`src/rtl/cpu_step_ctrl.sv`:
```
// Clock-enable execution controller for the KLP32 core: run at a programmable
// rate, debounced single-step, halt, and a PC breakpoint.
module cpu_step_ctrl #(
  parameter int DIV_W           = 24,
  parameter int DEBOUNCE_CYCLES = 50000,
  parameter int PC_W            = 32,
  parameter int CNT_W           = 32
) (
  input  logic             clk,
  input  logic             reset_in,
  input  logic [1:0]       i_mode,
  input  logic             i_step_n,
  input  logic [DIV_W-1:0] i_div,
  input  logic             i_bp_en,
  input  logic [PC_W-1:0]  i_bp_addr,
  input  logic [PC_W-1:0]  i_pc,
  output logic             o_cpu_en,
  output logic [1:0]       o_state,
  output logic             o_halted,
  output logic [CNT_W-1:0] o_en_count
);

  // state | meaning
  // HALT  | core frozen, waiting for a run or step mode
  // RUN   | divider-paced enable pulses
  // STEP  | one enable pulse per debounced button press
  // BRK   | breakpoint hit; only a button press releases one pulse
  typedef enum logic [1:0] {
    HALT = 2'b00,
    RUN  = 2'b01,
    STEP = 2'b10,
    BRK  = 2'b11
  } stateT;

  localparam logic [1:0] MODE_RUN  = 2'b01;
  localparam logic [1:0] MODE_STEP = 2'b10;
  localparam int         DB_W      = (DEBOUNCE_CYCLES > 1) ? $clog2(DEBOUNCE_CYCLES) : 1;
  localparam logic [DB_W-1:0] DB_LAST = DB_W'(DEBOUNCE_CYCLES - 1);

  logic [1:0]       rstSync;
  logic             rstN;
  logic [1:0]       modeMeta, modeSync;
  logic             stepMeta, stepSync;
  logic             bpMeta, bpSync;
  logic             debLevel;
  logic [DB_W-1:0]  debCnt;
  logic             pressEvt;
  stateT            state;
  logic             cpuEn;
  logic [DIV_W-1:0] divCnt;
  logic             armed;
  logic [CNT_W-1:0] enCount;
  logic             haltReq;
  logic             bpHit;

  // Reset asserts immediately, releases two clocks later.
  always_ff @(posedge clk or negedge reset_in) begin
    if (!reset_in) rstSync <= 2'b00;
    else           rstSync <= {rstSync[0], 1'b1};
  end
  assign rstN = rstSync[1];

  // Synchronizers run off the raw reset so they are already filling while
  // the reset synchronizer releases.
  always_ff @(posedge clk or negedge reset_in) begin
    if (!reset_in) begin
      modeMeta <= 2'b00;
      modeSync <= 2'b00;
      stepMeta <= 1'b1;
      stepSync <= 1'b1;
      bpMeta   <= 1'b0;
      bpSync   <= 1'b0;
    end else begin
      modeMeta <= i_mode;
      modeSync <= modeMeta;
      stepMeta <= i_step_n;
      stepSync <= stepMeta;
      bpMeta   <= i_bp_en;
      bpSync   <= bpMeta;
    end
  end

  always_ff @(posedge clk or negedge rstN) begin
    if (!rstN) begin
      debLevel <= 1'b1;
      debCnt   <= '0;
      pressEvt <= 1'b0;
    end else begin
      pressEvt <= 1'b0;
      if (stepSync == debLevel) begin
        debCnt <= '0;
      end else if (debCnt == DB_LAST) begin
        debLevel <= stepSync;
        debCnt   <= '0;
        pressEvt <= ~stepSync;
      end else begin
        debCnt <= debCnt + DB_W'(1);
      end
    end
  end

  assign haltReq = (modeSync == 2'b00) || (modeSync == 2'b11);
  assign bpHit   = bpSync && armed && (i_pc == i_bp_addr);

  always_ff @(posedge clk or negedge rstN) begin
    if (!rstN) begin
      state   <= HALT;
      cpuEn   <= 1'b0;
      divCnt  <= '0;
      armed   <= 1'b1;
      enCount <= '0;
    end else begin
      cpuEn <= 1'b0;
      if (cpuEn) enCount <= enCount + CNT_W'(1);
      if (i_pc != i_bp_addr) armed <= 1'b1;
      case (state)
        HALT: begin
          if (modeSync == MODE_RUN) begin
            state  <= RUN;
            divCnt <= i_div;
          end else if (modeSync == MODE_STEP) begin
            state <= STEP;
          end
        end
        RUN: begin
          if (haltReq) begin
            state <= HALT;
          end else if (bpHit) begin
            state <= BRK;
            armed <= 1'b0;
          end else if (modeSync == MODE_STEP) begin
            state <= STEP;
          end else if (divCnt == '0) begin
            cpuEn  <= 1'b1;
            divCnt <= i_div;
          end else begin
            divCnt <= divCnt - DIV_W'(1);
          end
        end
        STEP: begin
          if (haltReq) begin
            state <= HALT;
          end else if (bpHit) begin
            state <= BRK;
            armed <= 1'b0;
          end else if (modeSync == MODE_RUN) begin
            state  <= RUN;
            divCnt <= i_div;
          end else begin
            cpuEn <= pressEvt;
          end
        end
        BRK: begin
          // A press releases exactly one instruction, then the mode decides.
          if (haltReq) begin
            state <= HALT;
          end else if (pressEvt) begin
            cpuEn <= 1'b1;
            if (modeSync == MODE_RUN) begin
              state  <= RUN;
              divCnt <= i_div;
            end else begin
              state <= STEP;
            end
          end
        end
        default: state <= HALT;
      endcase
    end
  end

  assign o_cpu_en   = cpuEn;
  assign o_state    = state;
  assign o_halted   = (state == HALT) || (state == BRK);
  assign o_en_count = enCount;

endmodule

```
`config.mk`:
```
export PLATFORM = sky130hd
export DESIGN_NAME = cpu_step_ctrl
export DESIGN_NICKNAME = d
export VERILOG_FILES = /design/src/rtl/cpu_step_ctrl.sv
export SDC_FILE = /design/constraint.sdc
export NUM_CORES = 1
export LEC_CHECK = 0
export ABC_AREA = 0
export CAP_MARGIN = 10
export CORE_MARGIN = 3
export CORE_UTILIZATION = 40
export CTS_BUF_LIST = sky130_fd_sc_hd__clkbuf_16
export CTS_CLUSTER_DIAMETER = 60
export CTS_CLUSTER_SIZE = 30
export DETAILED_ROUTE_END_ITERATION = 12
export PLACE_DENSITY = 0.69
export SETUP_SLACK_MARGIN = 0.5
export SLEW_MARGIN = 20
export SYNTH_ARGS = -nofsm -noshare
export SYNTH_HDL_FRONTEND = slang
export SYNTH_SLANG_ARGS = --single-unit
```
`constraint.sdc`:
```
create_clock -name clk -period 2.6 [get_ports clk]
set_input_delay 0.78 -clock clk [delete_from_list [all_inputs] [get_ports clk]]
set_output_delay 0.78 -clock clk [all_outputs]
set_load 0.1 [all_outputs]
```
==> impl_metrics.py, run 1 <==
metrics = {
    "grt": {
        "grt_first_pass_wirelength_um": 20900,
        "overflow": 0,
        "antenna_found_initial": 0,
        "grt_usage": 0.193,
        "grt_max_degree": 50,
        "grt_pass1_vias": 4410,
    },
    "power_and_ir_drop": {
        "comb_power_share": 0.411,
        "pwr-share-seq": 0.347,
        "p_sw_frac": 0.374,
        "p_leak_nw": 3.04,
        "intPower_w": 0.00337,
        "p_per_area_nw_per_um2": 765,
        "netSwitchingPower_w": 0.00202,
        "ir_drop_mv": 0.530,
        "p_clk_frac": 0.242,
    },
    "detailed_routing": {
        "drc": 0,
        "wl_met3_um": 788,
        "routed_via_density": 5.42,
        "drtAntennaViolNets": 0,
        "post_drt_wl_per_cell_um": 16.0,
        "drt_iter0_markers": 370,
        "routed_wl_um": 13100,
        "firstDrtPassIters": 4,
        "num_vias": 4456,
        "wl_met2_um": 6490,
        "wl_met1_um": 5580,
        "top_layer": "met4",
    },
    "clocking": {
        "cts.clk_slew.worst_paths_ps": 70,
        "cts.sinks": 88,
        "htree_levels": 3,
        "cts_buffers": 9,
        "clkLatencyLatePin_ps": 350,
        "root_buffer": "clkbuf_16",
        "cts_tree": "built",
        "max-clock-path-buffers": 2,
    },
    "timing": {
        "skew_ps": 6.20,
        "setup_slack_ps": 286,
        "tightest_slew_ps": 766,
        "setup_viol": 0,
        "max-slew-margin-rel": 0.489,
        "finalCritPeriodShare": 0.890,
        "drv_slew": 0,
        "grt_setup_unrepaired": "true",
        "timing.hold.ws_ps": 347,
        "timing.fmax_mhz": 432,
        "hold_violations": 0,
        "period_needed_ps": 2310,
    },
    "floorplan": {
        "core.rowCount": 39,
        "die-area_sq_um": 13600,
        "dieHeight_um": 117,
        "core_area_sq_um": 11700,
        "die_w_um": 117,
        "initial_core_util": 0.419,
        "ios": 130,
    },
    "final_layout": {
        "syn2layout_area_growth_pct": 43.4,
        "postLayoutCoreUtil": 0.601,
        "final_nets": 780,
        "diodes": 0,
        "drive_gt1_frac": 0.327,
    },
    "place": {
        "dpl.hpwl_um": 9300,
        "io_buffers": 129,
        "gp_congestion": 0.892,
        "pre_cts_slack_ps": -361,
    },
    "worst_setup_path": {
        "worst-r2r-cell-count": 7,
        "critPathArrivalTime_ps": 2530,
        "critical_path_required_ps": 2820,
        "critPathKind": "input port to flop",
        "critical_path.startpoint_type": "input port",
        "r2r_start": "o_state[1]",
        "end_kind": "flop",
        "startpoint": "i_pc[1]",
        "path_max_fanout": 5,
    },
    "synth": {
        "synth_top_area_frac": 0.428,
        "synth.distinct_cells": 64,
        "ys_async_sr_fraction": 1.00,
        "ys.flop_type": "dfrtp_1",
        "ys_seq_elements": 88,
        "avgSynthCellArea_sq_um": 9.62,
        "synth_nets": 616,
        "yosys_warnings": 0,
        "syn-instance-count": 510,
        "synth_commonest_cells": "84 x dfrtp_1, 59 x nor2_1, 49 x xor2_1",
        "synth_edf_count": 0,
        "synth_most_common_cell": "dfrtp_1",
        "synth_top_area_cell": "dfrtp_1",
        "syn-cell-area_sq_um": 4910,
        "synth-seq-area-share": 0.450,
        "synthTopCellsByArea": "dfrtp_1 43%, xor2_1 8.7%, xnor2_1 5.2%",
    },
    "worst_hold_path": {
        "min_path_type": "flop to async pin",
    },
    "job": {
        "maxCapViolCount": 0,
    },
    "outcome": {
        "status": "finished, final reports clean",
    },
}
[final timing paths]
check | to | slack [ps]
max | o_state[0] | 290
min | debCnt[10] | 350
max reg2reg | o_state[0] | 380
min reg2reg | debCnt[10] | 350
max in group asynchronous | o_en_count[11] | 1510
min in group clk | bpSync | 350
[worst max-delay path: stages]
cell and delay (ps):
buf_6 90, xor2_1 160, nor4_2 320, nand4_1 200
or2_1 310, buf_6 130, buf_4 140, o221ai_1 260
o41ai_2 130
[layer usage]
metal  GRT usage  vias to the layer above
met2       0.320                      146
met4      0.0757                        0
met3      0.0391                       22
met1       0.248                     2133
met5           0                        -
li1            -                     2155
[cell type report]
class                   count  area, sq um
multi-input cells         397         2830
clock inverters             7         72.6
clock buffers               9          225
repair buffers            166         1400
inverters                  12         52.6
flip-flops and latches     88         2280
fillers                  1001         4670
well taps                 143          179
[what timing repair did]
action | CTS | global route
gates resized for setup | 213 | 47
buffers inserted | 11 | 5
endpoints found under the setup margin | 29 | 30
gates cloned | 3 | 0
pin swaps | 48 | 22
hold buffers | 0 | 0
[flip-flops by register name, indices dropped and copies added (netlist names)]
name / count
debLevel: 1
o_en_count: 32
modeMeta: 2
o_state: 2
stepSync: 1
o_cpu_en: 1
bpMeta: 1
modeSync: 2
armed: 1
bpSync: 1
debCnt: 16
divCnt: 24
stepMeta: 1
rstSync: 2
pressEvt: 1
[per-stage QoR]
| stage | cell area [sq um] | TNS, ps | power, W | instances |
|---|---|---|---|---|
| 2_1_floorplan | 5060 | 0 | 0.00311 | 510 |
| 3_3_place_gp | 6550 | -6280 | 0.00369 | 787 |
| 3_5_place_dp | 6550 | -6820 | 0.00374 | 787 |
| 4_1_cts | 6910 | 0 | 0.00530 | 817 |
| 5_1_grt | 7040 | 0 | 0.00570 | 822 |
| 6_report | 7040 | 0 | 0.00539 | 822 |
[layout by cell type, fill, tap and decap left out, drive strengths merged, types with 6 or more instances in the layout]
cell type and n:
clkdlybuf4s50 29, a21oi 24, nor4 16, dfrtp 84
xor2 49, xnor2 29, nand3 19, nand4 15
nor2 59, nor3 14, ha 12, a21boi 6
nand2 29, nand2b 10, buf 113, clkdlybuf4s15 12
inv 14, o22a 9, and3 15, o21ai 32
clkbuf 21
[power by group through the flow]
stage / Combinational (W) / Sequential [W] / Clock, W
6_report: 0.00222 / 0.00187 / 0.00130
2_1_floorplan: 0.00121 / 0.00190 / 0
3_3_place_gp: 0.00183 / 0.00186 / 0
4_1_cts: 0.00211 / 0.00185 / 0.00134
5_1_grt: 0.00241 / 0.00190 / 0.00139
3_5_place_dp: 0.00187 / 0.00187 / 0
[kinds of logic after synthesis]
kind of cell	count (synthesis)	synth area share
flops	88	0.450
xor+xnor	78	0.139
simple gates	198	0.210
other cells	1	0.000764
buf+inv	26	0.0217
compound gates	105	0.143
mux	2	0.00459
fa+ha+maj	12	0.0306
Note: power is estimated with default switching activity, not from simulation.
==> run 2, diff against run 1 <==
--- a/config.mk
+++ b/config.mk
@@ -13,7 +13,9 @@
 export CTS_CLUSTER_DIAMETER = 60
 export CTS_CLUSTER_SIZE = 30
 export DETAILED_ROUTE_END_ITERATION = 12
-export PLACE_DENSITY = 0.69
+export DONT_BUFFER_PORTS = 1
+export GPL_TIMING_DRIVEN = 0
+export PLACE_DENSITY = 0.55
 export SETUP_SLACK_MARGIN = 0.5
 export SLEW_MARGIN = 20
 export SYNTH_ARGS = -nofsm -noshare
==> run 2 against run 1 <==
Effect of this change: die area unchanged; flip-flop and latch count unchanged; via count decreased by 11%; routed wire length decreased by 6.8%; clock skew increased by 5.2 ps; power decreased by 8.5%; clock power decreased by 8%; critical path type is now flop to output port.
==> impl_metrics.py, run 2 (synthesis results as in run 1) <==
metrics = {
    "outcome": {
        "status": "finished, final reports clean",
    },
    "worst_setup_path": {
        "r2r_start": "o_state[0]",
        "worst-r2r-cell-count": 9,
        "path_buf_inv": 2,
        "crit_path_max_incr_delay_ps": 660,
        "critPathTopFamily": "flip-flops",
        "critPathArrivalTime_ps": 1770,
        "endpoint": "o_halted",
        "rr_endpoint": "divCnt[4]",
        "path_max_fanout": 6,
        "critical_path_required_ps": 1820,
        "end_kind": "output port",
        "cp.depth": 3,
        "critical_path.startpoint_type": "flop",
        "path_cells": "inv_4, ha_4, clkinvlp_4",
        "r2r_setup_slack_ps": 180,
        "slowest_stage": "dfrtp_4",
        "critPathKind": "flop to output port",
        "startpoint": "o_state[1]",
    },
    "floorplan": {
        "die_w_um": 117,
        "ios": 130,
        "dieHeight_um": 117,
        "initial_core_util": 0.419,
        "die-area_sq_um": 13600,
        "core_area_sq_um": 11700,
        "core.rowCount": 39,
    },
    "detailed_routing": {
        "post_drt_wl_per_cell_um": 17.8,
        "drtAntennaViolNets": 0,
        "num_vias": 3971,
        "routed_wl_um": 12200,
        "drt_iter0_markers": 266,
        "firstDrtPassIters": 5,
        "routed_via_density": 5.77,
        "drc": 0,
    },
    "final_layout": {
        "final_nets": 646,
        "largest_reg_flops": 32,
        "fill_cells": 1062,
        "postLayoutCoreUtil": 0.504,
        "diodes": 0,
        "syn2layout_area_growth_pct": 20.2,
        "drive_gt1_frac": 0.235,
        "final_area_sq_um": 5900,
        "final_cell_mix": "58 x nor2_1, 49 x xor2_1, 49 x dfrtp_1, 26 x xnor2_1, 26 x nand2_1",
        "post_layout_nonfiller_instances": 688,
        "mostFrequentLayoutCell": "nor2_1",
    },
    "grt": {
        "grt_max_degree": 48,
        "grt_pass1_vias": 4068,
        "antenna_found_initial": 0,
        "overflow": 0,
        "grt_first_pass_wirelength_um": 20100,
        "grt_usage": 0.186,
    },
    "power_and_ir_drop": {
        "p_per_area_nw_per_um2": 835,
        "ir_drop_mv": 0.742,
        "power_w": 0.00493,
        "p_leak_nw": 2.42,
    },
    "timing": {
        "tightest_slew_ps": 899,
        "setup_viol": 0,
        "skew_ps": 11.4,
        "grt_setup_unrepaired": "true",
        "period_needed_ps": 2550,
        "hold_violations": 0,
        "max-slew-margin-rel": 0.400,
        "drv_slew": 0,
        "timing.fmax_mhz": 393,
        "finalCritPeriodShare": 0.979,
    },
    "place": {
        "gp_congestion": 0.827,
        "dpl_cell_area_sq_um": 5270,
        "dpl.hpwl_um": 8760,
        "io_buffers": 0,
        "place_inst": 654,
    },
    "clocking": {
        "holdBufCountCts": 0,
        "clkLatencyLatePin_ps": 340,
        "root_buffer": "clkbuf_16",
        "cts.sinks": 88,
        "cts_tree": "built",
        "cts.clk_slew.worst_paths_ps": 70,
        "cts_buffers": 9,
        "htree_levels": 3,
        "max-clock-path-buffers": 2,
    },
    "worst_hold_path": {
        "min_path_type": "input port to async pin",
    },
    "job": {
        "maxCapViolCount": 0,
    },
}
-- run 2: cell types whose count changed in the layout (fill, tap and decap cells not counted), moves of 5 or more --
cell and change:
buf_4 -46, clkdlybuf4s50_1 -29, buf_2 -27, clkbuf_2 -11
clkdlybuf4s15_1 -11, buf_6 -9, dfrtp_1 -8, buf_12 -5
dfrtp_2 +5
-- run 2: area by class of cell --
cell class	instances	area (sq um)	area share
Sequential cell	88	2290	0.389
Timing Repair Buffer	19	179	0.0303
Tap cell	143	179	0.0303
Multi-Input combinational cell	396	2820	0.478
Inverter	12	53.8	0.00912
Buffer	14	101	0.0172
Clock buffer	9	225	0.0382
Clock inverter	7	46.3	0.00784
-- run 2: routing by layer --
metal	vias to the layer above	global-route usage	share of wire
met2	129	0.303	0.50
li1	1887	-	-
met1	1939	0.242	0.43
met4	0	0.0650	0.013
met5	-	0	0
met3	16	0.0458	0.057
-- run 2: repair_timing --
item,4_1_cts,5_1_grt
pin swaps,10,9
setup endpoints to repair,47,50
gates resized for setup,29,24
setup buffers,10,8
-- run 2: where the power goes --
group	internal [W]	total, W	switching (W)
sequential	0.00159	0.00195	0.000364
combinational	0.000757	0.00178	0.00102
clock	0.000647	0.00120	0.000553
total	0.00299	0.00493	0.00193
-- run 2: worst min path at each step --
stage,startpoint,endpoint
finish,reset_in,modeMeta[0]
global route,reset_in,bpSync
CTS,reset_in,modeSync[1]
detailed placement,rstSync[1],debCnt[15]
global placement,modeMeta[0],modeSync[0]
floorplan,rstSync[0],rstSync[1]
-- run 2: metrics by stage --
| step | hold slack [ps] | setup slack, ps | TNS, ps |
|---|---|---|---|
| floorplan | 331 | 175 | 0 |
| CTS | 120 | 39.6 | 0 |
| global route | 111 | -0.695 | -0.695 |
| finish | 135 | 54.3 | 0 |
| global placement | 333 | -26.2 | -29.3 |
| detailed placement | 316 | -91.8 | -362 |
==> run 3, diff against run 2 <==
--- a/config.mk
+++ b/config.mk
@@ -14,7 +14,7 @@
 export CTS_CLUSTER_SIZE = 30
 export DETAILED_ROUTE_END_ITERATION = 12
 export DONT_BUFFER_PORTS = 1
-export GPL_TIMING_DRIVEN = 0
+export GPL_TIMING_DRIVEN = 1
 export PLACE_DENSITY = 0.55
 export SETUP_SLACK_MARGIN = 0.5
 export SLEW_MARGIN = 20
==> run 3 against run 2 <==
Effect of this change: global-route usage decreased by 0.92 points; sequential share of layout area shrank 2.7 points; combinational power grew 20%; flip-flop and latch count stayed put; power up 9.1%; non-clock buffer count increased by 33; cell area is 6.6% higher; hold slack got worse by 1.1 ps; critical path depth is 7 higher; critical path type is now flop to flop.
==> impl_metrics.py, run 3 (synthesis results as in run 1) <==
metrics = {
    "timing": {
        "grt_setup_unrepaired": "true",
        "hold_violations": 0,
        "setup_slack_ps": 450,
        "fin_tns_setup_ps": 0,
        "drv_slew": 0,
        "timing.hold.ws_ps": 134,
        "max-slew-margin-rel": 0.607,
        "skew_ps": 6.42,
        "finalCritPeriodShare": 0.827,
        "setup_viol": 0,
        "timing.fmax_mhz": 465,
        "tightest_slew_ps": 589,
        "period_needed_ps": 2150,
    },
    "clocking": {
        "cts_buffers": 9,
        "max-clock-path-buffers": 2,
        "cts_tree": "built",
        "cts.sinks": 88,
        "cts.clk_slew.worst_paths_ps": 60,
        "htree_levels": 3,
        "root_buffer": "clkbuf_16",
        "clkLatencyLatePin_ps": 340,
    },
    "worst_setup_path": {
        "critPathTopFamily": "compound AO/OA/AOI/OAI gates",
        "critPathKind": "flop to flop",
        "path_common_cell": "buf_6",
        "worst-r2r-cell-count": 10,
        "r2r_start": "o_state[0]",
        "critical_path.startpoint_type": "flop",
        "r2r_setup_slack_ps": 450,
        "crit_path_max_incr_delay_ps": 480,
        "critPathArrivalTime_ps": 2380,
        "path_max_fanout": 5,
        "slowest_stage": "dfrtp_4",
        "critical_path_required_ps": 2830,
        "path_buf_inv": 4,
        "path_cells": "inv_4, buf_4, ha_1, o22a_1, o32ai_4, o31ai_4, buf_6, buf_6, o21ai_1, o21ai_2",
        "cp.depth": 10,
        "end_kind": "flop",
        "rr_endpoint": "divCnt[4]",
    },
    "final_layout": {
        "drive_gt1_frac": 0.288,
        "largest_reg_flops": 32,
        "final_nets": 680,
        "mostFrequentLayoutCell": "nor2_1",
        "diodes": 0,
        "fill_cells": 1066,
        "post_layout_nonfiller_instances": 722,
        "final_cell_mix": "58 x nor2_1, 57 x dfrtp_1, 54 x buf_4, 48 x xor2_1, 29 x xnor2_1",
        "syn2layout_area_growth_pct": 28.2,
        "postLayoutCoreUtil": 0.537,
    },
    "grt": {
        "grt_first_pass_wirelength_um": 19200,
        "antenna_found_initial": 0,
        "grt_usage": 0.177,
        "grt_max_degree": 43,
        "overflow": 0,
        "grt_pass1_vias": 4002,
    },
    "power_and_ir_drop": {
        "p_per_area_nw_per_um2": 854,
        "p_leak_nw": 2.65,
        "ir_drop_mv": 1.40,
    },
    "floorplan": {
        "dieHeight_um": 117,
        "core.rowCount": 39,
        "initial_core_util": 0.419,
        "core_area_sq_um": 11700,
        "ios": 130,
        "die_w_um": 117,
        "die-area_sq_um": 13600,
    },
    "detailed_routing": {
        "wl_met3_um": 689,
        "routed_via_density": 5.73,
        "routed_wl_um": 12500,
        "drc": 0,
        "top_layer": "met4",
        "wl_met2_um": 5920,
        "firstDrtPassIters": 4,
        "wl_met1_um": 5760,
        "drt_iter0_markers": 269,
        "post_drt_wl_per_cell_um": 17.4,
        "num_vias": 4137,
        "drtAntennaViolNets": 0,
    },
    "job": {
        "maxCapViolCount": 0,
    },
    "place": {
        "io_buffers": 0,
        "place_inst": 685,
        "pre_cts_slack_ps": -8.73,
        "gp_congestion": 0.855,
        "dpl.hpwl_um": 8460,
    },
    "worst_hold_path": {
        "min_path_type": "input port to async pin",
    },
    "outcome": {
        "status": "finished, final reports clean",
    },
}
==> run 3: changes by cell type in the layout (fill, tap and decap cells not counted), moves of 3 or more <==
| cell | before | now |
|---|---|---|
| buf_2 | 4 | 0 |
| buf_4 | 16 | 54 |
| clkbuf_1 | 3 | 0 |
| clkbuf_16 | 9 | 12 |
| clkinvlp_4 | 3 | 0 |
| dfrtp_1 | 49 | 57 |
| dfrtp_2 | 18 | 12 |
| o21ai_0 | 18 | 9 |
| o21ai_2 | 0 | 12 |
| xnor2_1 | 26 | 29 |
| xnor2_2 | 3 | 0 |
==> run 3: worst max path at each step <==
stage	from	end	slack [ps]
floorplan	o_state[0]	o_halted	180
global placement	i_bp_addr[25]	o_state[0]	110
detailed placement	i_bp_addr[25]	o_state[0]	-9
CTS	o_state[1]	o_halted	440
global route	i_bp_addr[4]	divCnt[7]	380
finish	o_state[0]	divCnt[4]	450
==> run 3: power by group <==
group / switching [W] / internal, W / leakage, nW
registers: 0.000296 / 0.00159 / 1.09
logic: 0.00119 / 0.000949 / 1.40
clock network: 0.000524 / 0.000830 / 0.165
==> run 3: layout make-up <==
cell class / instances / area (sq um) / area share
inverter: 12 / 52.6 / 0.00835
clock inverter: 7 / 83.8 / 0.0133
sequential: 88 / 2280 / 0.362
timing repair buffer: 66 / 624 / 0.0992
tap: 143 / 179 / 0.0284
multi-input combinational: 397 / 2850 / 0.453
clock buffer: 9 / 225 / 0.0358
==> run 3: timing repair <==
action | 4_1_cts | 5_1_grt
buffers inserted | 9 | 5
cloned | 1 | 6
endpoints found under the setup margin | 27 | 28
pin swaps | 7 | 11
hold buffers | 0 | 0
resized for setup | 21 | 39
hold endpoints to repair | 0 | 0
==> run 3: routing by layer <==
| layer | global-route usage | up-vias |
|---|---|---|
| li1 | - | 1954 |
| met1 | 0.236 | 2043 |
| met2 | 0.281 | 123 |
| met3 | 0.0442 | 17 |
| met4 | 0.0581 | 0 |
| met5 | 0 | - |
==> run 3: stage by stage <==
| stage | power, W | area (sq um) |
|---|---|---|
| global route | 0.00567 | 6290 |
| finish | 0.00538 | 6290 |
| floorplan | 0.00311 | 5060 |
| global placement | 0.00346 | 5530 |
| CTS | 0.00506 | 6020 |
| detailed placement | 0.00349 | 5530 |
